<file path="src/rtl/segment_scan_decoder.sv">
// Passive readback decoder for the multiplexed 4-digit seven-segment bus.
// Optional hex glyphs (A-F) enabled by defining SEG_DECODER_HEX_EN.
module segment_scan_decoder #(
    parameter int STABLE_CYCLES  = 4,
    parameter int TIMEOUT_CYCLES = 1000000
) (
    input  logic       clk,
    input  logic       rst,
    input  logic [0:6] segment,
    input  logic [3:0] anodes,
    input  logic       decimal_point,
    output logic [3:0] digit0,
    output logic [3:0] digit1,
    output logic [3:0] digit2,
    output logic [3:0] digit3,
    output logic [3:0] blank,
    output logic [3:0] dp,
    output logic       frame_valid,
    output logic       frame_strobe,
    output logic       decode_error,
    output logic       stale
);
    localparam int SW = $clog2(STABLE_CYCLES + 1);
    localparam int TW = $clog2(TIMEOUT_CYCLES + 1);

    // {ok, blank, value}; glyph bits are abcdefg with seg a in the MSB
    function automatic logic [5:0] decode(input logic [6:0] g);
        case (g)
            7'b0000001: return {2'b10, 4'd0};
            7'b1001111: return {2'b10, 4'd1};
            7'b0010010: return {2'b10, 4'd2};
            7'b0000110: return {2'b10, 4'd3};
            7'b1001100: return {2'b10, 4'd4};
            7'b0100100: return {2'b10, 4'd5};
            7'b0100000: return {2'b10, 4'd6};
            7'b0001111: return {2'b10, 4'd7};
            7'b0000000: return {2'b10, 4'd8};
            7'b0000100: return {2'b10, 4'd9};
            7'b1111111: return {2'b11, 4'd0};
`ifdef SEG_DECODER_HEX_EN
            7'b0001000: return {2'b10, 4'd10};
            7'b1100000: return {2'b10, 4'd11};
            7'b0110001: return {2'b10, 4'd12};
            7'b1000010: return {2'b10, 4'd13};
            7'b0110000: return {2'b10, 4'd14};
            7'b0111000: return {2'b10, 4'd15};
`else
`endif
            default:    return 6'b0;
        endcase
    endfunction

    logic [11:0]      meta_q, sample_q, prev_q;
    logic [SW-1:0]    stable_cnt_q;
    logic [TW-1:0]    to_cnt_q;
    logic [3:0]       seen_q;
    logic [3:0][3:0]  sh_digit_q;
    logic [3:0]       sh_blank_q, sh_dp_q;
    logic [3:0][3:0]  digit_q;
    logic [3:0]       blank_q, dp_q;
    logic             fv_q, strobe_q, err_q, stale_q;

    logic             same, capture, onehot, legal_cap, err_cap, timeout;
    logic [3:0]       an_lo;
    logic [1:0]       idx;
    logic [5:0]       dec;

    always_comb begin
        same    = (sample_q == prev_q);
        capture = same && (stable_cnt_q == SW'(STABLE_CYCLES - 1));
        an_lo   = ~sample_q[10:7];
        onehot  = (an_lo != 4'b0) && ((an_lo & (an_lo - 4'd1)) == 4'b0);
        dec     = decode(sample_q[6:0]);
        idx     = 2'd0;
        for (int i = 0; i < 4; i++)
            if (an_lo[i]) idx = 2'(i);
        legal_cap = capture && onehot && dec[5];
        // blanking interval (no anode low) is silently ignored
        err_cap   = capture && (an_lo != 4'b0) && !(onehot && dec[5]);
        timeout   = (to_cnt_q == TW'(TIMEOUT_CYCLES));
    end

    always_ff @(posedge clk) begin
        if (rst) begin
            meta_q       <= '1;
            sample_q     <= '1;
            prev_q       <= '1;
            stable_cnt_q <= '0;
            to_cnt_q     <= '0;
            seen_q       <= '0;
            sh_digit_q   <= '0;
            sh_blank_q   <= '0;
            sh_dp_q      <= '0;
            digit_q      <= '0;
            blank_q      <= '0;
            dp_q         <= '0;
            fv_q         <= 1'b0;
            strobe_q     <= 1'b0;
            err_q        <= 1'b0;
            stale_q      <= 1'b0;
        end else begin
            meta_q   <= {decimal_point, anodes, segment};
            sample_q <= meta_q;
            prev_q   <= sample_q;

            if (!same)
                stable_cnt_q <= '0;
            else if (stable_cnt_q != SW'(STABLE_CYCLES))
                stable_cnt_q <= stable_cnt_q + 1'b1;

            err_q <= err_cap;

            if (legal_cap)
                to_cnt_q <= '0;
            else if (!timeout)
                to_cnt_q <= to_cnt_q + 1'b1;

            if (legal_cap) begin
                sh_digit_q[idx] <= dec[3:0];
                sh_blank_q[idx] <= dec[4];
                sh_dp_q[idx]    <= ~sample_q[11];
                seen_q          <= ((seen_q == 4'hf) ? 4'b0 : seen_q) | (4'b1 << idx);
            end else if (seen_q == 4'hf || timeout) begin
                seen_q <= '0;
            end

            if (timeout && !legal_cap) begin
                stale_q <= 1'b1;
                fv_q    <= 1'b0;
            end

            // publish takes priority: a full frame always implies a fresh capture
            strobe_q <= (seen_q == 4'hf);
            if (seen_q == 4'hf) begin
                digit_q <= sh_digit_q;
                blank_q <= sh_blank_q;
                dp_q    <= sh_dp_q;
                fv_q    <= 1'b1;
                stale_q <= 1'b0;
            end
        end
    end

    assign digit0       = digit_q[0];
    assign digit1       = digit_q[1];
    assign digit2       = digit_q[2];
    assign digit3       = digit_q[3];
    assign blank        = blank_q;
    assign dp           = dp_q;
    assign frame_valid  = fv_q;
    assign frame_strobe = strobe_q;
    assign decode_error = err_q;
    assign stale        = stale_q;
endmodule

</file>
<file path="config.mk">
export PLATFORM = sky130hd
export DESIGN_NAME = segment_scan_decoder
export DESIGN_NICKNAME = d
export VERILOG_FILES = /design/src/rtl/segment_scan_decoder.sv
export SDC_FILE = /design/constraint.sdc
export NUM_CORES = 1
export LEC_CHECK = 0
export ABC_AREA = 1
export ABC_CLOCK_PERIOD_IN_PS = 1800
export CAP_MARGIN = 20
export CORE_MARGIN = 3
export CORE_UTILIZATION = 25
export DETAILED_ROUTE_END_ITERATION = 12
export DONT_BUFFER_PORTS = 1
export PLACE_DENSITY = 0.35
export SYNTH_ARGS = -nofsm -noshare
export SYNTH_HDL_FRONTEND = slang
export SYNTH_SLANG_ARGS = --single-unit
</file>
<file path="constraint.sdc">
create_clock -name clk -period 1.8 [get_ports clk]
set_input_delay 0.18 -clock clk [delete_from_list [all_inputs] [get_ports clk]]
set_output_delay 0.18 -clock clk [all_outputs]
set_load 0.02 [all_outputs]
</file>
After elaboration in Yosys (flattened, before gate mapping)
Index checks and enable logic that the tools add are counted.

Eq/ne operators: 15. $lt $le $gt $ge: 2. Reduce and logical (&&, ||, !) cells: 20. Bitwise gates (word level): 5. Shifts and indexed selects: 1. Add/sub/neg operators: 3. Mux-type cells: 16.

Operators with widths (number): $pmux W6 S11 (1); $eq A7 B7 Y1 const B (3); $add A20 B1 Y20 const B (1); $eq A20 B20 Y1 const B (1); $bwmux W16 (1); $mux W4 (4); $eq A7 B3 Y1 const B (2); $eq A7 B6 Y1 const B (2); $eq A12 B12 Y1 (1); $logic_and A1 B1 Y1 (9); $bwmux W4 (2); $demux W4 S2 (1); $eq A7 B1 Y1 const B (1); $eq A7 B4 Y1 const B (1); $eq A7 B5 Y1 const B (1); $logic_not A7 Y1 (1); $reduce_or A2 Y1 (3); $and A4 B4 Y4 (1); $eq A4 B4 Y1 const B (1); $logic_not A4 Y1 (1); $mux W1 (4); $mux W2 (2); $not A4 Y4 (1); $or A4 B4 Y4 (1); 13 further kinds (16).

Register bits after elaboration: 115.

Depth between registers and ports, before layout
Gate-level depths: netlist (run 1).

Word-level depth: 11. Mapped depth: 12. Depth with buffers taken out: 11.

Least setup slack after synthesis (run 1)
OpenSTA, ideal clock, no wires.

Path type: flip-flop to flip-flop. From: register to_cnt_q[0]. To: register to_cnt_q[18]. Setup slack: 0.273 ns. Library setup time: 0.064 ns. Cell stages (with the launch flop): 11. Arrival time: 1.463 ns. Buffers on the path: 0. Cell sequence: dfxtp_1 -> ha_1 -> nand3_1 -> inv_1 -> nand2_1 -> nor3_2 -> nand3_1 -> nor2_1 -> xor2_1 -> inv_1 -> nor2_1.

Longest elaborated chain between the ends: 1. Elaborated cells on any way between the ends: 2. Classes of those cells: add/sub: 1; eq/ne: 1.

RTL lines: from (decl) (line 55) `logic [TW-1:0] to_cnt_q;`; from (signal assigned) (line 116) `to_cnt_q <= to_cnt_q + 1'b1;`; $add A20 B1 Y20 / $eq A20 B20 Y1 (equally long branches) (line 116, 80).

Several ways; a longest one is shown, not always the timed one. A chain may end at the register's enable or synchronous reset.

Worst setup path in the final report (run 1)
From: register sample_q[0]. To: register sh_blank_q[1].

Longest elaborated chain between the ends: 4. Elaborated cells on any way between the ends: 17. Classes of those cells: eq/ne: 11; mux: 2; reduce/logical: 4.

RTL lines: from (decl) (line 53) `logic [11:0] meta_q, sample_q, prev_q;`; from (signal assigned) (line 103) `sample_q <= meta_q;`; branches (longest 4 deep; another with $pmux W6 S11); to (signal, indexed assignment) (line 120) `sh_blank_q[idx] <= dec[4];`; to (decl) (line 58) `logic [3:0] sh_blank_q, sh_dp_q;`.

Parallel ways; which one is timed is not known.

==> results of run 1 <==
## stage by stage
stage          TNS (ns)  utilization (%)  total power, uW  worst slack (ns)  hold WS (ns)
5_1_grt        -0.01533            34.52             6770          -0.01533        0.1122
2_1_floorplan         0                -             2842            0.2731        0.2639
3_5_place_dp    -0.9556            28.15             2932           -0.1220        0.2560
6_report              0            34.52             6515            0.1295       0.08407
3_3_place_gp    -0.5617            28.15             2933           -0.1036        0.2565
4_1_cts               0            33.14             6543          0.002216       0.08897
## critical path, cell delays in order (launching register included)
cell and delay [ns]:
dfxtp_4 0.36, inv_4 0.06, nand2_1 0.05, nand2_1 0.07, nand2_2 0.08, nor2_4 0.14
nand3_4 0.10, nor2_8 0.18, buf_12 0.15, nand4_4 0.13, nand2_1 0.12, nand2_1 0.05
nor2_1 0.10
## power breakdown
group	internal (uW)	switching (uW)	total (uW)
Clock	2320	1200	3520
Combinational	167	215	382
Sequential	2590	27.5	2610
## routing by layer
| layer | up-vias | global-route usage, % | share of wire [%] |
|---|---|---|---|
| met4 | 0 | 4.038 | 1.5 |
| met1 | 1896 | 14.62 | 50 |
| met3 | 16 | 4.122 | 3.7 |
| met2 | 52 | 17.82 | 44 |
| met5 | - | 0 | 0 |
| li1 | 2157 | - | - |
## layout make-up
| cell class | instances | area share [%] |
|---|---|---|
| Clock buffer | 23 | 7.506 |
| Clock inverter | 9 | 1.944 |
| Inverter | 81 | 4.927 |
| Multi-Input combinational cell | 431 | 35.84 |
| Sequential cell | 115 | 35.78 |
| Tap cell | 260 | 5.004 |
| Timing Repair Buffer | 63 | 8.891 |
| Timing Repair inverter | 1 | 0.1155 |
## synthesized netlist by cell type, drive strengths merged (3+ instances only)
library cell / count / area (um2)
nor3: 8 / 55.05
a21oi: 14 / 73.82
clkbuf: 8 / 30.03
nor3b: 3 / 32.53
o21ai: 29 / 145.1
buf: 11 / 68.81
dfxtp: 115 / 2302
nand4: 15 / 136.4
xor2: 5 / 43.79
xnor2: 8 / 70.07
or2: 29 / 181.4
ha: 5 / 62.56
nand2: 150 / 570.6
inv: 81 / 304.1
nand3: 51 / 277.8
nor2: 102 / 411.6
## path summary, 6_finish.rpt
check,startpoint,end,slack [ns],cells past startpoint
setup / recovery,sample_q[0]$_SDFF_PP1_,sh_blank_q[1]$_SDFFE_PP0P_,0.13,12
hold / removal,rst,prev_q[5]$_SDFF_PP1_,0.08,2
setup reg to reg,sample_q[0]$_SDFF_PP1_,sh_blank_q[1]$_SDFFE_PP0P_,0.13,12
hold reg to reg,meta_q[4]$_SDFF_PP1_,sample_q[4]$_SDFF_PP1_,0.41,1
## state kept, by name, indices dropped and copies added, names as in the netlist, 3 cells and up
name          count
dp                4
sh_dp_q           4
digit0            4
digit1            4
sh_blank_q        4
digit3            4
sample_q         12
meta_q           12
seen_q            4
sh_digit_q       16
prev_q           12
stable_cnt_q      3
digit2            4
to_cnt_q         20
blank             4
## repair_timing
action,4_1_cts,5_1_grt
cloned,0,5
pin swaps,1,9
gates resized for setup,5,54
hold buffers,27,0
setup buffers,2,4
setup endpoints to repair,32,74
hold endpoints to repair,31,0
## cells by family (layout without fill, tap and decap cells)
logic type,count (synthesis),after routing,synth area share (%)
compound gates,46,46,5.057
fa+ha+maj,5,5,1.297
flops,115,115,47.72
xor+xnor,13,13,2.360
simple gates,363,367,35.22
buf+inv,100,177,8.351
==> impl_metrics.tcl, run 1 <==
set metrics [dict create \
    syn_inst 642 \
    start_util_pct 25.62 \
    maxSlewHeadroom_pct 56.64 \
    grt_max_degree 30 \
    placedCellCount 913 \
    cts.htree.levels 4 \
    yosys_warnings 0 \
    antenna_cells 0 \
    drv_slew 0 \
    clock_skew_ns 0.01048 \
    io_pins 42 \
    coreArea_um2 18830 \
    syn-num-nets 661 \
    first_global_vias 3853 \
    power.density_nw_per_um2 1002 \
    critPathKind "reg -> reg" \
    antenna_left 0 \
    fill_cells 1981 \
    antenna_found_initial 0 \
    ys_ff_latch 115 \
    dr.pass1.iters 5 \
    rsz0062_at_grt "true" \
    min_period_ns 1.670 \
    cts_tree "done" \
    die_h_um 144.9 \
    drc 0 \
    numCtsBuffers 17 \
    gr-usage-all-layers_pct 11.42 \
    register_area_um2 2326 \
    synthArstFlopShare_pct 0 \
    drt-vias-per-instance 4.192 \
    final_area_um2 6501 \
    syn_area_um2 4825 \
    vias 4121 \
    hold_path_class "in -> reg" \
    period_share_pct 92.80 \
    wirelength_um 12310 \
    io_buffers 0 \
    tightestPinTransition_ns 0.6483 \
    max-vdd-ir-drop_mv 0.6409 \
    ys_types 37 \
    grt_overflow_total 0 \
    status "completed" \
    fmax_mhz 598.6 \
    grt_pass1_wl_um 19270 \
    routabilityCongestion 0.8185 \
    placed_cell_area_um2 5301 \
    worst-endpoint-arrival_ns 2.02 \
    critPathMaxFanout 6 \
    endpoint_kind "register" \
    cts_buffer_depth 2 \
    critPathRequiredTime_ns 2.15 \
    synthFlopType "dfxtp_1" \
    wl_per_cell_um 12.53 \
    cts.clk_slew.worst_paths_ns 0.06 \
    cp-start-kind "register" \
    hpwl_um 8004 \
    rows 50 \
    area_growth_syn_to_layout_pct 34.75 \
    mostFrequentLayoutCell "nand2_1" \
    instances_no_fill 983 \
    synth_area_per_cell_um2 7.515 \
    die_w_um 144.9 \
    clockRootBuffer "clkbuf_16" \
    multiInputGateArea_um2 2330 \
    ys_seq_area_share_pct 47.72 \
    p_leak_uw 0.002839 \
    drive_above_1_share_pct 23.10 \
    fin_nets 729 \
    setup_violations 0 \
    finalHoldViolations 0 \
    clk_latency_ns 0.41 \
    numClockSinks 115 \
    die_area_um2 21000 \
    max-cap-violations 0 \
    synth-edff-count 0 \
    layout_common_cells "nand2_1, dfxtp_1, nor2_1, inv_1, nand3_1" \
    initialDrtViolationCount 130 \
]
Note: power is estimated with default switching activity, not from simulation.
==> inputs of run 2 (changes only) <==
--- a/config.mk
+++ b/config.mk
@@ -13,6 +13,7 @@
 export DETAILED_ROUTE_END_ITERATION = 12
 export DONT_BUFFER_PORTS = 1
 export PLACE_DENSITY = 0.35
+export SKIP_LAST_GASP = 1
 export SYNTH_ARGS = -nofsm -noshare
 export SYNTH_HDL_FRONTEND = slang
 export SYNTH_SLANG_ARGS = --single-unit
==> constraint.sdc (replaced) <==
create_clock -name clk -period 1.8 [get_ports clk]
set_input_delay 0.18 -clock clk [delete_from_list [all_inputs] [get_ports clk]]
set_output_delay 0.18 -clock clk [all_outputs]
set_load 0.1 [all_outputs]
==> run 2 against run 1 <==
- hold slack got worse by 0.067 ns
- highest routed layer unchanged
- design area rose by 3.0%
- maximum frequency fell by 1.3%
- clock power fell by 15%
- flip-flop and latch count did not move
- sequential power barely moved
- die area did not move
- utilization rose by 1.0 points
==> impl_metrics.tcl, run 2 (synthesized netlist as in run 1, its figures left out) <==
set metrics [dict create \
    status "completed" \
    area_growth_syn_to_layout_pct 38.74 \
    maxSlewHeadroom_pct 57.35 \
    largest_register_ffs 20 \
    dr.pass1.iters 4 \
    die_w_um 144.9 \
    tightestPinTransition_ns 0.6390 \
    cts.htree.levels 4 \
    cp_top_family "simple AND/OR/NAND/NOR gates" \
    routabilityCongestion 0.7852 \
    cts_tree "done" \
    finalPower_uw 6001 \
    period_share_pct 93.99 \
    numCtsBuffers 17 \
    max-vdd-ir-drop_mv 0.5584 \
    layout_common_cells "nand2_1, dfxtp_1, nor2_1, inv_1, buf_4" \
    worst-endpoint-arrival_ns 1.99 \
    path_buf_inv 2 \
    fmax_mhz 591.1 \
    worstPathCellList "inv_2, nand2_1, nand2_1, nand2_1, nor2_4, nand3_4, nor2_8, nand3_4, nand2_4, clkbuf_16, nor3b_2" \
    drc 0 \
    clock_skew_ns 0.01181 \
    drv_slew 0 \
    initialDrtViolationCount 216 \
    final_area_um2 6694 \
    clk_latency_ns 0.41 \
    cts_buffer_depth 2 \
    die_area_um2 21000 \
    critPathRequiredTime_ns 2.09 \
    endpoint_kind "register" \
    max_stage_delay_ns 0.34 \
    cp_slowest_cell "dfxtp_2" \
    antenna_found_initial 0 \
    hold_path_class "in -> reg" \
    cp-start-kind "register" \
    antenna_left 0 \
    grt_pass1_wl_um 19330 \
    max-cap-violations 0 \
    reg_top3 "to_cnt_q x20, sh_digit_q x16" \
    placedCellCount 939 \
    top_register "to_cnt_q" \
    first_global_vias 3917 \
    power.density_nw_per_um2 896.5 \
    numClockSinks 115 \
    critPathMaxFanout 10 \
    io_pins 42 \
    coreArea_um2 18830 \
    cp_common_cell "nand2_1" \
    drt-vias-per-instance 4.163 \
    wl_per_cell_um 11.83 \
    grt_max_degree 57 \
    placed_cell_area_um2 5497 \
    wirelength_um 12050 \
    vias 4242 \
    clockRootBuffer "clkbuf_16" \
    mostFrequentLayoutCell "nand2_1" \
    io_buffers 0 \
    grt_overflow_total 0 \
    hpwl_um 7921 \
    cts.clk_slew.worst_paths_ns 0.05 \
    min_period_ns 1.692 \
    setup_violations 0 \
    antenna_cells 0 \
    critPathKind "reg -> reg" \
    instances_no_fill 1019 \
    die_h_um 144.9 \
    gr-usage-all-layers_pct 11.30 \
    start_util_pct 25.62 \
    rows 50 \
    finalHoldViolations 0 \
    drive_above_1_share_pct 24.24 \
    p_leak_uw 0.002972 \
    fin_nets 767 \
]
-- run 2: metal layers --
metal | vias up | GRT usage [%] | wire, um
li1 | 2231 | - | -
met1 | 1927 | 14.96 | 6103
met2 | 71 | 17.44 | 5272
met3 | 13 | 3.342 | 519
met4 | 0 | 4.276 | 158
met5 | - | 0 | 0
-- run 2: final cells by class --
type / count / area, um2
Tap cell: 260 / 325.3
Sequential cell: 115 / 2320
Inverter: 81 / 314.1
Multi-Input combinational cell: 431 / 2305
Timing Repair Buffer: 102 / 907.1
Clock buffer: 25 / 495.5
Fill cell: 1994 / 12140
Clock inverter: 5 / 27.53
-- run 2: repair_timing --
item                                    CTS  global route
pin swaps                                 0            14
resized for setup                         2            47
endpoints found under the setup margin    7            48
hold buffers                             38             0
gates cloned                              0             5
buffers inserted                          0             7
endpoints found under the hold margin    36             0
-- run 2: worst min-delay path: stages --
cell and delay (ns):
nor2_1 0.05, inv_1 0.10, nor2_1 0.04
-- run 2: worst paths after layout --
| path | from | to | slack (ns) | cells after the start |
|---|---|---|---|---|
| setup / recovery | sample_q[2]$_SDFF_PP1_ | to_cnt_q[13]$_SDFFE_PP0P_ | 0.11 | 11 |
| setup reg to reg | sample_q[2]$_SDFF_PP1_ | to_cnt_q[13]$_SDFFE_PP0P_ | 0.11 | 11 |
| hold reg to reg | frame_valid$_SDFFE_PP0P_ | frame_valid$_SDFFE_PP0P_ | 0.47 | 2 |
| hold / removal | rst | stable_cnt_q[0]$_SDFFE_PP0P_ | 0.02 | 3 |
-- run 2: power breakdown --
group | leakage [uW] | switching (uW) | internal (uW)
clock network | 0.000259 | 1110 | 1880
registers | 0.000931 | 26.0 | 2590
logic | 0.00178 | 216 | 182
total | 0.00297 | 1350 | 4650
-- run 2: metrics by stage --
step           utilization, %    TNS, ns  hold slack (ns)  worst slack [ns]
5_1_grt                 35.55  -0.005790          0.02201         -0.003512
3_5_place_dp            29.19    -0.4002           0.2561          -0.07819
6_report                35.55          0          0.01753            0.1081
4_1_cts                 34.06   -0.03521         0.007507          -0.01542
2_1_floorplan               -          0           0.2639            0.2731
3_3_place_gp            29.19    -0.4224           0.2553          -0.08732
